==> src/rtl/mem_stage_pkg.sv <==
// rtl/mem_stage_pkg.sv - shared widths, zero constants and memory-stage FSM encodings
// Contents:
//   REG_SIZE / REG_NUM_SIZE   data and register-number widths
//   ZERO_REG / ZERO_RNUM      all-zero constants of those widths
//   ME_TIMEOUT_DEFAULT        default WAIT-cycle budget before a bus error
//   me_state_e                ME_IDLE / ME_WAIT / ME_DONE
package mem_stage_pkg;

  localparam int REG_SIZE           = 32;
  localparam int REG_NUM_SIZE       = 5;
  localparam int ME_TIMEOUT_DEFAULT = 16;

  localparam logic [REG_SIZE-1:0]     ZERO_REG  = '0;
  localparam logic [REG_NUM_SIZE-1:0] ZERO_RNUM = '0;

  typedef enum logic [1:0] {
    ME_IDLE = 2'd0,
    ME_WAIT = 2'd1,
    ME_DONE = 2'd2
  } me_state_e;

endpackage

==> src/rtl/mem_stage_dmem_req_ctrl.sv <==
// rtl/mem_stage_dmem_req_ctrl.sv - data-memory request FSM with latches and timeout counter
// Ports:
//   clk_i, rst_ni          clock, asynchronous active-low reset
//   start_i                aligned memory op presented while idle
//   store_i                op is a store (wins when load and store are both set)
//   addr_i, wdata_i        address / store data to latch on start
//   ack_i, rdata_i         memory completion pulse and read data
//   req_o, we_o            request and write strobe, driven from the latches
//   addr_o, wdata_o        latched address / write data
//   idle_o, wait_o, done_o current FSM state decodes
//   is_load_o              latched op was a load
//   rdata_o, err_o         captured data and timeout mark for the DONE cycle
//   timeout_o              one-cycle pulse on the cycle the budget expires
module dmem_req_ctrl
  import mem_stage_pkg::*;
#(
  parameter int XLEN    = REG_SIZE,
  parameter int TIMEOUT = ME_TIMEOUT_DEFAULT,
  parameter int CNT_W   = 5
) (
  input  logic            clk_i,
  input  logic            rst_ni,
  input  logic            start_i,
  input  logic            store_i,
  input  logic [XLEN-1:0] addr_i,
  input  logic [XLEN-1:0] wdata_i,
  input  logic            ack_i,
  input  logic [XLEN-1:0] rdata_i,
  output logic            req_o,
  output logic            we_o,
  output logic [XLEN-1:0] addr_o,
  output logic [XLEN-1:0] wdata_o,
  output logic            idle_o,
  output logic            wait_o,
  output logic            done_o,
  output logic            is_load_o,
  output logic [XLEN-1:0] rdata_o,
  output logic            err_o,
  output logic            timeout_o
);

  me_state_e       state_q, state_d;
  logic [CNT_W-1:0] cnt_q, cnt_d;
  logic [XLEN-1:0] addr_q, addr_d;
  logic [XLEN-1:0] wdata_q, wdata_d;
  logic [XLEN-1:0] rdata_q, rdata_d;
  logic            we_q, we_d;
  logic            err_q, err_d;

  always_ff @(posedge clk_i or negedge rst_ni) begin
    if (!rst_ni) begin
      state_q <= ME_IDLE;
      cnt_q   <= '0;
      addr_q  <= '0;
      wdata_q <= '0;
      rdata_q <= '0;
      we_q    <= 1'b0;
      err_q   <= 1'b0;
    end else begin
      state_q <= state_d;
      cnt_q   <= cnt_d;
      addr_q  <= addr_d;
      wdata_q <= wdata_d;
      rdata_q <= rdata_d;
      we_q    <= we_d;
      err_q   <= err_d;
    end
  end

  always_comb begin
    state_d   = state_q;
    cnt_d     = cnt_q;
    addr_d    = addr_q;
    wdata_d   = wdata_q;
    rdata_d   = rdata_q;
    we_d      = we_q;
    err_d     = err_q;
    timeout_o = 1'b0;
    unique case (state_q)
      ME_IDLE: begin
        // A late ACK arriving here is simply not looked at.
        if (start_i) begin
          addr_d  = addr_i;
          wdata_d = wdata_i;
          we_d    = store_i;
          err_d   = 1'b0;
          cnt_d   = '0;
          state_d = ME_WAIT;
        end
      end
      ME_WAIT: begin
        // ACK wins over an expiring budget in the same cycle.
        if (ack_i) begin
          rdata_d = rdata_i;
          state_d = ME_DONE;
        end else if (cnt_q == CNT_W'(TIMEOUT - 1)) begin
          rdata_d   = '0;
          err_d     = 1'b1;
          timeout_o = 1'b1;
          state_d   = ME_DONE;
        end else begin
          cnt_d = cnt_q + CNT_W'(1);
        end
      end
      ME_DONE: state_d = ME_IDLE;
      default: state_d = ME_IDLE;
    endcase
  end

  assign idle_o    = (state_q == ME_IDLE);
  assign wait_o    = (state_q == ME_WAIT);
  assign done_o    = (state_q == ME_DONE);
  assign req_o     = wait_o;
  assign we_o      = we_q;
  assign addr_o    = addr_q;
  assign wdata_o   = wdata_q;
  assign is_load_o = ~we_q;
  assign rdata_o   = rdata_q;
  assign err_o     = err_q;

endmodule

==> src/rtl/mem_stage.sv <==
// rtl/mem_stage.sv - memory-access stage: dmem req/ack access, stall, bypass and ME/WB register
// Ports:
//   clk, rst                                   clock, asynchronous active-low reset
//   ALU_OUT_ME, WD_ME, RD_ME                   address/ALU result, store data, rd
//   MEM_WE_ME, WE_ME, MEM_TO_REG_ME            store, register write, load
//   DMEM_RDATA, DMEM_ACK                       memory read data and completion pulse
//   DMEM_REQ, DMEM_WE, DMEM_ADDR, DMEM_WDATA   memory request side
//   STALL_ME                                   freeze upstream registers
//   BP_MEM                                     bypass value to execute
//   WB_DATA, RD_WB, WE_WB                      registered ME/WB outputs
//   MISALIGN, BUS_ERR                          sticky error flags
module mem_stage
  import mem_stage_pkg::*;
#(
  parameter int XLEN    = REG_SIZE,
  parameter int RNUM_W  = REG_NUM_SIZE,
  parameter int TIMEOUT = ME_TIMEOUT_DEFAULT,
  parameter int CNT_W   = 5
) (
  input  logic              clk,
  input  logic              rst,
  input  logic [XLEN-1:0]   ALU_OUT_ME,
  input  logic [XLEN-1:0]   WD_ME,
  input  logic [RNUM_W-1:0] RD_ME,
  input  logic              MEM_WE_ME,
  input  logic              WE_ME,
  input  logic              MEM_TO_REG_ME,
  input  logic [XLEN-1:0]   DMEM_RDATA,
  input  logic              DMEM_ACK,
  output logic              DMEM_REQ,
  output logic              DMEM_WE,
  output logic [XLEN-1:0]   DMEM_ADDR,
  output logic [XLEN-1:0]   DMEM_WDATA,
  output logic              STALL_ME,
  output logic [XLEN-1:0]   BP_MEM,
  output logic [XLEN-1:0]   WB_DATA,
  output logic [RNUM_W-1:0] RD_WB,
  output logic              WE_WB,
  output logic              MISALIGN,
  output logic              BUS_ERR
);

  logic            mem_op, aligned, start;
  logic            idle, waiting, done, is_load, err, timeout;
  logic [XLEN-1:0] cap_rdata;

  logic [XLEN-1:0]   wb_data_q, wb_data_d;
  logic [RNUM_W-1:0] rd_wb_q, rd_wb_d;
  logic              we_wb_q, we_wb_d;
  logic              misalign_q, misalign_d;
  logic              bus_err_q, bus_err_d;

  assign mem_op  = MEM_WE_ME | MEM_TO_REG_ME;
  assign aligned = (ALU_OUT_ME[1:0] == 2'b00);
  assign start   = idle & mem_op & aligned;

  dmem_req_ctrl #(
    .XLEN    (XLEN),
    .TIMEOUT (TIMEOUT),
    .CNT_W   (CNT_W)
  ) u_ctrl (
    .clk_i     (clk),
    .rst_ni    (rst),
    .start_i   (start),
    .store_i   (MEM_WE_ME),
    .addr_i    (ALU_OUT_ME),
    .wdata_i   (WD_ME),
    .ack_i     (DMEM_ACK),
    .rdata_i   (DMEM_RDATA),
    .req_o     (DMEM_REQ),
    .we_o      (DMEM_WE),
    .addr_o    (DMEM_ADDR),
    .wdata_o   (DMEM_WDATA),
    .idle_o    (idle),
    .wait_o    (waiting),
    .done_o    (done),
    .is_load_o (is_load),
    .rdata_o   (cap_rdata),
    .err_o     (err),
    .timeout_o (timeout)
  );

  // Gated by reset so the stall drops the instant reset asserts, even while
  // the upstream still presents an aligned memory op.
  assign STALL_ME = rst & (start | waiting);
  assign BP_MEM   = ALU_OUT_ME;

  always_ff @(posedge clk or negedge rst) begin
    if (!rst) begin
      wb_data_q  <= '0;
      rd_wb_q    <= '0;
      we_wb_q    <= 1'b0;
      misalign_q <= 1'b0;
      bus_err_q  <= 1'b0;
    end else begin
      wb_data_q  <= wb_data_d;
      rd_wb_q    <= rd_wb_d;
      we_wb_q    <= we_wb_d;
      misalign_q <= misalign_d;
      bus_err_q  <= bus_err_d;
    end
  end

  always_comb begin
    wb_data_d  = wb_data_q;
    rd_wb_d    = rd_wb_q;
    we_wb_d    = we_wb_q;
    misalign_d = misalign_q;
    bus_err_d  = bus_err_q | timeout;
    if (idle) begin
      if (!mem_op) begin
        wb_data_d = ALU_OUT_ME;
        rd_wb_d   = RD_ME;
        we_wb_d   = WE_ME;
      end else if (!aligned) begin
        // Misaligned op retires without touching memory or the register file.
        wb_data_d  = ALU_OUT_ME;
        rd_wb_d    = RD_ME;
        we_wb_d    = 1'b0;
        misalign_d = 1'b1;
      end else begin
        we_wb_d = 1'b0;
      end
    end else if (done) begin
      // The instruction is still held at the inputs by the stall.
      wb_data_d = is_load ? cap_rdata : ALU_OUT_ME;
      rd_wb_d   = RD_ME;
      we_wb_d   = WE_ME & ~err;
    end
  end

  assign WB_DATA  = wb_data_q;
  assign RD_WB    = rd_wb_q;
  assign WE_WB    = we_wb_q;
  assign MISALIGN = misalign_q;
  assign BUS_ERR  = bus_err_q;

endmodule

==> config.mk <==
export PLATFORM = sky130hd
export DESIGN_NAME = mem_stage
export DESIGN_NICKNAME = d
export VERILOG_FILES = /design/src/rtl/mem_stage_pkg.sv /design/src/rtl/mem_stage_dmem_req_ctrl.sv /design/src/rtl/mem_stage.sv
export SDC_FILE = /design/constraint.sdc
export NUM_CORES = 1
export LEC_CHECK = 0
export ABC_AREA = 1
export CAP_MARGIN = 40
export CORE_MARGIN = 2
export CORE_UTILIZATION = 45
export CTS_BUF_LIST = sky130_fd_sc_hd__clkbuf_4
export CTS_CLUSTER_DIAMETER = 40
export DETAILED_ROUTE_END_ITERATION = 12
export GPL_TIMING_DRIVEN = 0
export PLACE_DENSITY = 0.83
export SLEW_MARGIN = 15
export SYNTH_ARGS = -nofsm -noshare
export SYNTH_HDL_FRONTEND = slang
export SYNTH_SLANG_ARGS = --single-unit
==> constraint.sdc <==
create_clock -name clk -period 2.1 [get_ports clk]
set_input_delay 0.63 -clock clk [delete_from_list [all_inputs] [get_ports clk]]
set_output_delay 0.63 -clock clk [all_outputs]
set_load 0.02 [all_outputs]
# Word level (Yosys, flattened, before mapping)
# Index checks and enable logic that the tools add are counted.
# Widths: inputs -> output; s select.
[word_totals]
reg_bits = 145
[classes]
add_sub_neg = 1
n_eq_ne = 9
muxes = 29
n_bitwise = 9
reduce_logical = 12
[ops]
columns = ["cell", "n"]
rows = [
  ["$mux 32", 7],
  ["$mux 5", 7],
  ["$pmux 5 s2", 1],
  ["$mux 1", 9],
  ["$reduce_and 2->1", 4],
  ["$reduce_and 4->1", 2],
  ["$mux 2", 3],
  ["$ne 2x2->1 const B", 3],
  ["$reduce_bool 2->1", 3],
  ["$add 5x1->5 const B", 1],
  ["$eq 5x4->1 const B", 1],
  ["$and 1x1->1", 4],
  ["$logic_not 2->1", 2],
  ["$pmux 2 s2", 1],
  ["$ne 3x2->1 const B", 1],
  ["$ne 3x3->1 const B", 1],
  ["$or 1x1->1", 3],
  ["$reduce_and 3->1", 1],
  ["$eq 2x1->1 const B", 1],
  ["$eq 2x2->1 const B", 1],
  ["$ne 2x1->1 const B", 1],
  ["$not 1->1", 2],
  ["$pmux 1 s2", 1],
]

# Depth between registers and ports, before layout
# Gate-level depths: netlist of the first run.
[logic_depth]
depth_word = 5
ltp_mapped = 10
mapped_depth_nobuf = 10

# Cells and area by module
# A second synthesis of the first run with hierarchy kept.
[unflattened]
cells_unflattened = 805
area_unflattened_um2 = 6702.7
[by_module_without_submodules]
columns = ["module", "instances", "cells_each", "area_per_inst_um2"]
rows = [
  ["dmem_req_ctrl", 1, 485, 4321.6],
  ["mem_stage", 1, 320, 2381.0],
]

# Worst setup path before layout of the first run
# No wires, ideal clock.
[synth_timing]
path_kind = "input-to-output"
startpoint = "input port ALU_OUT_ME[1]"
endpoint = "output port STALL_ME"
arrival_time_ns = 1.600
setup_slack_ns = -0.130
cell_stages = 4
n_path_buf = 1
path_cell_list = "nor2_2 -> nand3_4 -> buf_4 -> a21boi_0"
[synth_via]
elab_chain_len = 4
[synth_rtl]
columns = ["item", "line_no", "text"]
rows = [
  ["start, declared", "mem_stage.sv:22", "input logic [XLEN-1:0] ALU_OUT_ME,"],
  ["$logic_not 2->1", "mem_stage.sv:54", "assign aligned = (ALU_OUT_ME[1:0] == 2'b00);"],
  ["$and 1x1->1", "mem_stage.sv:55", "assign start = idle & mem_op & aligned;"],
  ["$or 1x1->1", "mem_stage.sv:85", "assign STALL_ME = rst & (start | waiting);"],
  ["$and 1x1->1", "mem_stage.sv:85", ""],
  ["end, declared", "mem_stage.sv:34", "output logic STALL_ME,"],
]
# No other way between the ends.

# Worst setup path in the final report of the first run
[layout_timing]
startpoint = "register u_ctrl.state_q[0]"
endpoint = "output port STALL_ME"
[layout_via]
elab_chain_len = 5
elab_cells_between_ends = 6
classes_between = "eq/ne (1); bitwise (4); reduce/logical (1)"
[layout_rtl]
columns = ["item", "line_no", "text"]
rows = [
  ["start, declared", "mem_stage_dmem_req_ctrl.sv:42", "me_state_e state_q, state_d;"],
  ["start signal, assigned", "mem_stage_dmem_req_ctrl.sv:60", "state_q <= state_d;"],
  ["$logic_not 2->1", "mem_stage_dmem_req_ctrl.sv:110", "assign idle_o = (state_q == ME_IDLE);"],
  ["$and 1x1->1 (2 in series)", "mem_stage.sv:55", ""],
  ["$or 1x1->1 *", "mem_stage.sv:85", ""],
  ["$and 1x1->1 *", "mem_stage.sv:85", ""],
]
# Every way passes the cells marked *; elsewhere a longest branch is shown, timed or not.

==> qor.txt, run 1 <==
share of total power in the clock network - 0.244
async set-reset flop share out of synthesis - 1.00
fin cells - 1252
clk slew on worst S/H paths - 0.11 ns
final net count - 1167
post-synthesis net count - 890
slowest CP cell - dfrtp_2
Leak - 0.00516 uW
gpl congestion - 0.836
latest clock arrival within the worst-skew pair - 0.56 ns
Slew Viols, Final - 0
worst slack at placement - -1.14 ns
Syn Inst Count - 780
DRT Pass-1 Iters - 4
final worst slack - -0.0797 ns
worst path cell trace - nor2_4 -> nand3_4 -> a21boi_2 -> buf_6
antenna viol nets, final - 0
die span in y - 123 um
initial antenna violation count - 1
Final Setup Violations - 2
initial core utilization - 0.459
Most used DFF post-synth - dfrtp_1
Startpoint Class - register
gr busiest metal - met2
clk sinks - 145
worst slew pin tran - 0.455 ns
Synthesis Warnings - 0
DR vias - 5900
Worst Hold Class - input port to asynchronous set/reset pin
CTS buffer count - 17
fin crit period - 2.18 ns
Clock Tree Buf Depth - 2
Fillers - 1198
die outline width - 123 um
Avg Inst Size Synth - 8.17 um2
cell family with most CP delay - flip-flops
Syn Std Cell Area - 0.00637 mm2
Rel. slew slack - 0.696
die area - 0.0151 mm2
top post-synthesis cells by count - nand2_1, dfrtp_1, inv_1
Post-Route Utilization - 0.679
Layout Skew - 0.0156 ns
most common cell in the netlist - nand2_1
CTS tree - done
RSZ-0062 raised after global routing - yes
Post-synth EDFFs - 0
status - finished, violations left
fmax - 0.459 GHz
Tcrit/Tclk final - 1.04
Hold Vio Cnt, Final - 0
drc violations - 0
top cells by area, synth - dfrtp_1, nand2_1, buf_4, nand3_1, inv_1
combinational share of power - 0.330
Crit path largest cell delay - 0.45 ns
Ports - 246
core box area - 0.0139 mm2
number of synthesized register bits - 145
P per Cell Area - 965 mW/mm2
drt wl/cell - 14.9 um
sequential element share of the synthesized area - 0.569
vias in the first global route - 5683
first-pass GRT wire length - 29100 um
Sw Ratio - 0.355
max-cap check violation count - 0
crit path max fanout - 3
met3 usage - 0.0595
met2 Usage GRT - 0.425
All-Layer GR Usage - 0.253
Reg power frac - 0.425
DR iter-0 viols - 440
final WL - 18700 um
crit path kind - register to output port
Final TNS setup - -0.152 ns
met1 GRT Util - 0.322
largest net degree at the start of global routing - 53
final total power - 9100 uW
area grow syn2layout - 48.0%
top-area cell type share of the netlist area - 0.569
layout cells sized above 1 - 0.146
Required @ worst endpoint - 1.47 ns
Cell Rows - 43
PortBufs - 244
crit path DAT - 1.55 ns
placed cells - 1205
post-DP HPWL - 13100 um
internal power - 5870 uW
WP buf/inv - 1
peak supply drop - 421 uV
drt via density - 4.71
violated checks - setup timing
switching power - 3230 uW
crit end category - output port
Synth cell types - 24
gr ovfl total - 0
# H-tree levels - 4
CTS Root Cell - clkbuf_4
largest area contributor in the netlist - dfrtp_1
## logic make-up after synthesis
logic type                 synth area share
buffers and inverters                0.0993
adders and majority gates           0.00589
AOI/OAI and AO/OA                    0.0318
DFF                                   0.569
and+or+nand+nor                       0.294
## metal layers
layer / share of wire / vias to the layer above
met2: 0.50 / 209
met3: 0.070 / 26
li1: - / 2901
met5: 0 / -
met1: 0.41 / 2764
met4: 0.020 / 0
## registers in the layout, indices dropped and copies added (netlist names)
register,flops
WB_DATA,32
BUS_ERR,1
MISALIGN,1
RD_WB,5
u_ctrl.wdata_o,32
u_ctrl.cnt_q,5
u_ctrl.we_o,1
u_ctrl.rdata_o,32
u_ctrl.err_o,1
WE_WB,1
u_ctrl.state_q,2
u_ctrl.addr_o,32
## worst register-to-register path: cells and delay by family (launching register included)
family                     cells  cell delay (ns)
and+or+nand+nor                2             0.22
buffers and inverters          2             0.32
adders and majority gates      2             0.35
DFF                            1             0.43
AOI/OAI and AO/OA              2             0.40
## final timing paths
| kind | slack [ns] | cells after the start | from | end |
|---|---|---|---|---|
| max | -0.08 | 4 | u_ctrl.state_q[0] | STALL_ME |
| min reg2reg | 0.48 | 2 | u_ctrl.addr_o[1] | u_ctrl.addr_o[1] |
| max in group asynchronous | 1.11 | 3 | rst | u_ctrl.cnt_q[4] |
| min in group clk | 0.48 | 3 | ALU_OUT_ME[15] | u_ctrl.addr_o[15] |
| max reg2reg | 0.25 | 8 | u_ctrl.cnt_q[0] | u_ctrl.rdata_o[27] |
| min | 0.14 | 3 | rst | u_ctrl.rdata_o[23] |
## power by group through the flow
| stage | combinational, uW | clock, uW | sequential [uW] |
|---|---|---|---|
| floorplan | 1060 | 0 | 4510 |
| finish | 3010 | 2220 | 3870 |
| global route | 3300 | 2380 | 3960 |
| detailed placement | 3340 | 0 | 3940 |
| global placement | 3280 | 0 | 3920 |
| CTS | 3030 | 2260 | 3870 |
## per-stage QoR
stage / hold slack, ns / instance area (um2)
after floorplan: 0.334 / 6370
after global placement: 0.451 / 9040
after detailed placement: 0.453 / 9070
after CTS: 0.0943 / 9420
after global routing: 0.104 / 9430
final: 0.139 / 9430
## what timing repair did
| action | CTS | global route |
|---|---|---|
| setup endpoints to repair | 139 | 2 |
| gates resized for setup | 254 | 3 |
| setup buffers | 7 | 3 |
| cloned | 1 | 0 |
| hold endpoints to repair | 52 | 0 |
| pin swaps | 3 | 3 |
| hold buffers | 4 | 0 |
## layout by cell type, fill, tap and decap left out, types with 2 or more instances in the layout
cell             instances
a21oi_1                  2
buf_12                   2
buf_16                   2
buf_2                   30
buf_4                   52
buf_6                    3
bufinv_16                6
clkbuf_1                 7
clkbuf_4                17
clkdlybuf4s15_2         18
clkdlybuf4s50_1         83
clkinv_2                 3
clkinvlp_4               3
dfrtp_1                144
diode_2                  2
dlygate4sd2_1          127
dlygate4sd3_1            2
ha_1                     3
inv_1                   43
inv_2                    5
nand2_1                417
nand2_2                  3
nand3_1                 38
nor2_1                  10
nor2_4                   2
o21ai_0                 19
o21ai_1                 15
## cell type report
type / count / area, um2 / share of cell area
antenna: 2 / 5.00 / 0.000531
buffer: 67 / 442 / 0.0468
clock buffer: 17 / 128 / 0.0135
clock inverter: 15 / 239 / 0.0253
inverter: 48 / 180 / 0.0191
multi-input combinational: 518 / 2130 / 0.226
sequential: 145 / 3630 / 0.385
tap: 180 / 225 / 0.0239
timing repair buffer: 260 / 2450 / 0.260
No activity file was read; power rests on OpenSTA's default activity.
==> run 2: changes to the inputs <==
- CAP_MARGIN: 40 -> default
- RECOVER_POWER: default -> 100
==> run 2 against run 1 <==
The flow still finishes with violations (setup timing). Die area unchanged. Via count barely moved. Clock power about the same. Register-to-register slack hardly changed. Count of clock-buffer cells in the layout stayed put. Sequential power hardly changed. Global-route usage is the same. Critical path type unchanged. Largest power group unchanged.
==> qor.txt, run 2 (synthesized netlist as in run 1, its figures left out) <==
Rel. slew slack - 0.173 (was 0.696)
placed cells - 1205 (unchanged)
drc violations - 0 (unchanged)
crit path kind - register to output port (unchanged)
DR iter-0 viols - 420 (was 440)
antenna viol nets, final - 0 (unchanged)
final net count - 1167 (unchanged)
R2R Path End - u_ctrl.rdata_o[27] (unchanged)
switching power - 3240 uW (was 3230 uW)
Crit path largest cell delay - 0.45 ns (about the same)
HP Start - ALU_OUT_ME[15]
core box area - 0.0139 mm2 (unchanged)
status - finished, violations left (unchanged)
initial core utilization - 0.459 (unchanged)
slowest CP cell - dfrtp_2 (unchanged)
initial antenna violation count - 1 (unchanged)
internal power - 5850 uW (was 5870 uW)
final total power - 9080 uW (was 9100 uW)
drt wl/cell - 15.0 um (was 14.9 um)
Cell Rows - 43 (unchanged)
Clock Tree Buf Depth - 2 (unchanged)
DP Area - 0.00907 mm2 (unchanged)
clk slew on worst S/H paths - 0.12 ns (was 0.11 ns)
CTS buffer count - 17 (unchanged)
commonest non-fill, non-tap cell in the layout - nand2_1 (unchanged)
vias in the first global route - 5683 (unchanged)
final WL - 18700 um (about the same)
# H-tree levels - 4 (unchanged)
area grow syn2layout - 46.7% (was 48.0%)
commonest non-fill, non-tap cells in the layout - nand2_1, dfrtp_1, dlygate4sd2_1 (unchanged)
post-DP HPWL - 13100 um (unchanged)
fin crit period - 2.18 ns (about the same)
CTS tree - done (unchanged)
worst slew pin tran - 1.24 ns (was 0.455 ns)
WP buf/inv - 1 (unchanged)
die area - 0.0151 mm2 (unchanged)
P per Cell Area - 971 mW/mm2 (was 965 mW/mm2)
Reg2Reg Depth - 8 (unchanged)
clk sinks - 145 (unchanged)
All-Layer GR Usage - 0.253 (unchanged)
max-cap check violation count - 0 (unchanged)
CTS Root Cell - clkbuf_4 (unchanged)
critical path launch point - u_ctrl.state_q[0] (unchanged)
cell area after layout - 0.00935 mm2 (was 0.00943 mm2)
Sw Ratio - 0.356 (was 0.355)
die span in y - 123 um (unchanged)
crit path DAT - 1.55 ns (about the same)
Ports - 246 (unchanged)
cell family with most CP delay - flip-flops (unchanged)
layout cells sized above 1 - 0.145 (was 0.146)
R2R setup slack - 0.25 ns (about the same)
Required @ worst endpoint - 1.47 ns (about the same)
Hold Vio Cnt, Final - 0 (unchanged)
combinational share of power - 0.329 (was 0.330)
DR vias - 5904 (was 5900)
Startpoint Class - register (unchanged)
final worst slack - -0.0791 ns (was -0.0797 ns)
drt via density - 4.72 (was 4.71)
critical path depth - 4 (unchanged)
Leak - 0.00512 uW (was 0.00516 uW)
fmax - 0.459 GHz (about the same)
latest clock arrival within the worst-skew pair - 0.56 ns (about the same)
critical path endpoint - STALL_ME (unchanged)
largest net degree at the start of global routing - 53 (unchanged)
PortBufs - 244 (unchanged)
Worst Hold Class - input port to register (was input port to asynchronous set/reset pin)
Reg power frac - 0.426 (was 0.425)
worst path cell trace - nor2_4 -> nand3_4 -> a21boi_2 -> buf_6 (unchanged)
first-pass GRT wire length - 29100 um (unchanged)
violated checks - setup timing (unchanged)
gpl congestion - 0.836 (unchanged)
RSZ-0062 raised after global routing - yes (unchanged)
Layout Skew - 0.0170 ns (was 0.0156 ns)
Slew Viols, Final - 0 (unchanged)
peak supply drop - 421 uV (about the same)
fin cells - 1252 (unchanged)
Final Setup Violations - 2 (unchanged)
RR Startpoint - u_ctrl.cnt_q[0] (unchanged)
Tcrit/Tclk final - 1.04 (about the same)
die outline width - 123 um (unchanged)
crit end category - output port (unchanged)
crit path max fanout - 3 (unchanged)
gr ovfl total - 0 (unchanged)
Final TNS setup - -0.151 ns (was -0.152 ns)
share of total power in the clock network - 0.245 (was 0.244)
DRT Pass-1 Iters - 5 (was 4)
run 2: cell type report:
| type | count | area (um2) |
|---|---|---|
| inverters | 48 | 180 |
| flip-flops and latches | 145 | 3630 |
| fillers | 1208 | 4530 |
| well taps | 180 | 225 |
| clock buffers | 17 | 128 |
| repair buffers | 260 | 2370 |
| multi-input cells | 518 | 2130 |
| diodes | 2 | 5.00 |
| plain buffers | 67 | 442 |
| clock inverters | 15 | 239 |
run 2: worst min path at each step:
stage                          to  slack, ns  cells after the start
2_1_floorplan             BUS_ERR       0.33                      0
3_3_place_gp              BUS_ERR       0.45                      2
3_5_place_dp     u_ctrl.addr_o[1]       0.45                      2
4_1_cts        u_ctrl.rdata_o[14]       0.09                      3
5_1_grt         u_ctrl.addr_o[28]       0.45                      3
6_report        u_ctrl.addr_o[15]       0.47                      3
run 2: repair_timing:
item | 4_1_cts | 5_1_grt
setup endpoints to repair | 139 | 2
resized for setup | 254 | 3
pin swaps | 3 | 3
gates cloned | 1 | 0
hold buffers | 4 | 0
endpoints found under the hold margin | 52 | 0
buffers inserted | 7 | 3
run 2: layer usage:
metal / track usage / wire, um / vias to the layer above
met5: 0 / 0 / -
met4: 0.0866 / 408 / 0
met3: 0.0595 / 1260 / 29
met2: 0.425 / 9320 / 197
met1: 0.322 / 7740 / 2777
li1: - / - / 2901
run 2: metrics by stage:
step	util	hold WS (ns)	setup slack (ns)
final	0.674	0.466	-0.0791
after global placement	0.651	0.451	-5.59
after CTS	0.678	0.0943	-0.234
after floorplan	-	0.334	0.0312
after detailed placement	0.654	0.453	-1.14
after global routing	0.674	0.447	-0.181
run 2: worst reg2reg max path: stages (launching register included):
cell and delay, ns:
dfrtp_1 0.43, ha_1 0.19, nand2_1 0.07, nor2_1 0.15
ha_1 0.16, inv_1 0.05, a21oi_2 0.28, buf_2 0.27
o21ai_0 0.13
run 2: power by group through the flow:
stage	Sequential [uW]	Clock (uW)	Combinational, uW
2_1_floorplan	4510	0	1060
3_3_place_gp	3920	0	3280
3_5_place_dp	3940	0	3340
4_1_cts	3870	2260	3030
5_1_grt	3960	2380	3280
6_report	3870	2220	2990
==> run 3: changes to the inputs <==
- GPL_ROUTABILITY_DRIVEN: default -> 0
==> results of run 3 <==
Final layout, timing and power as in run 2 (identical DEF).
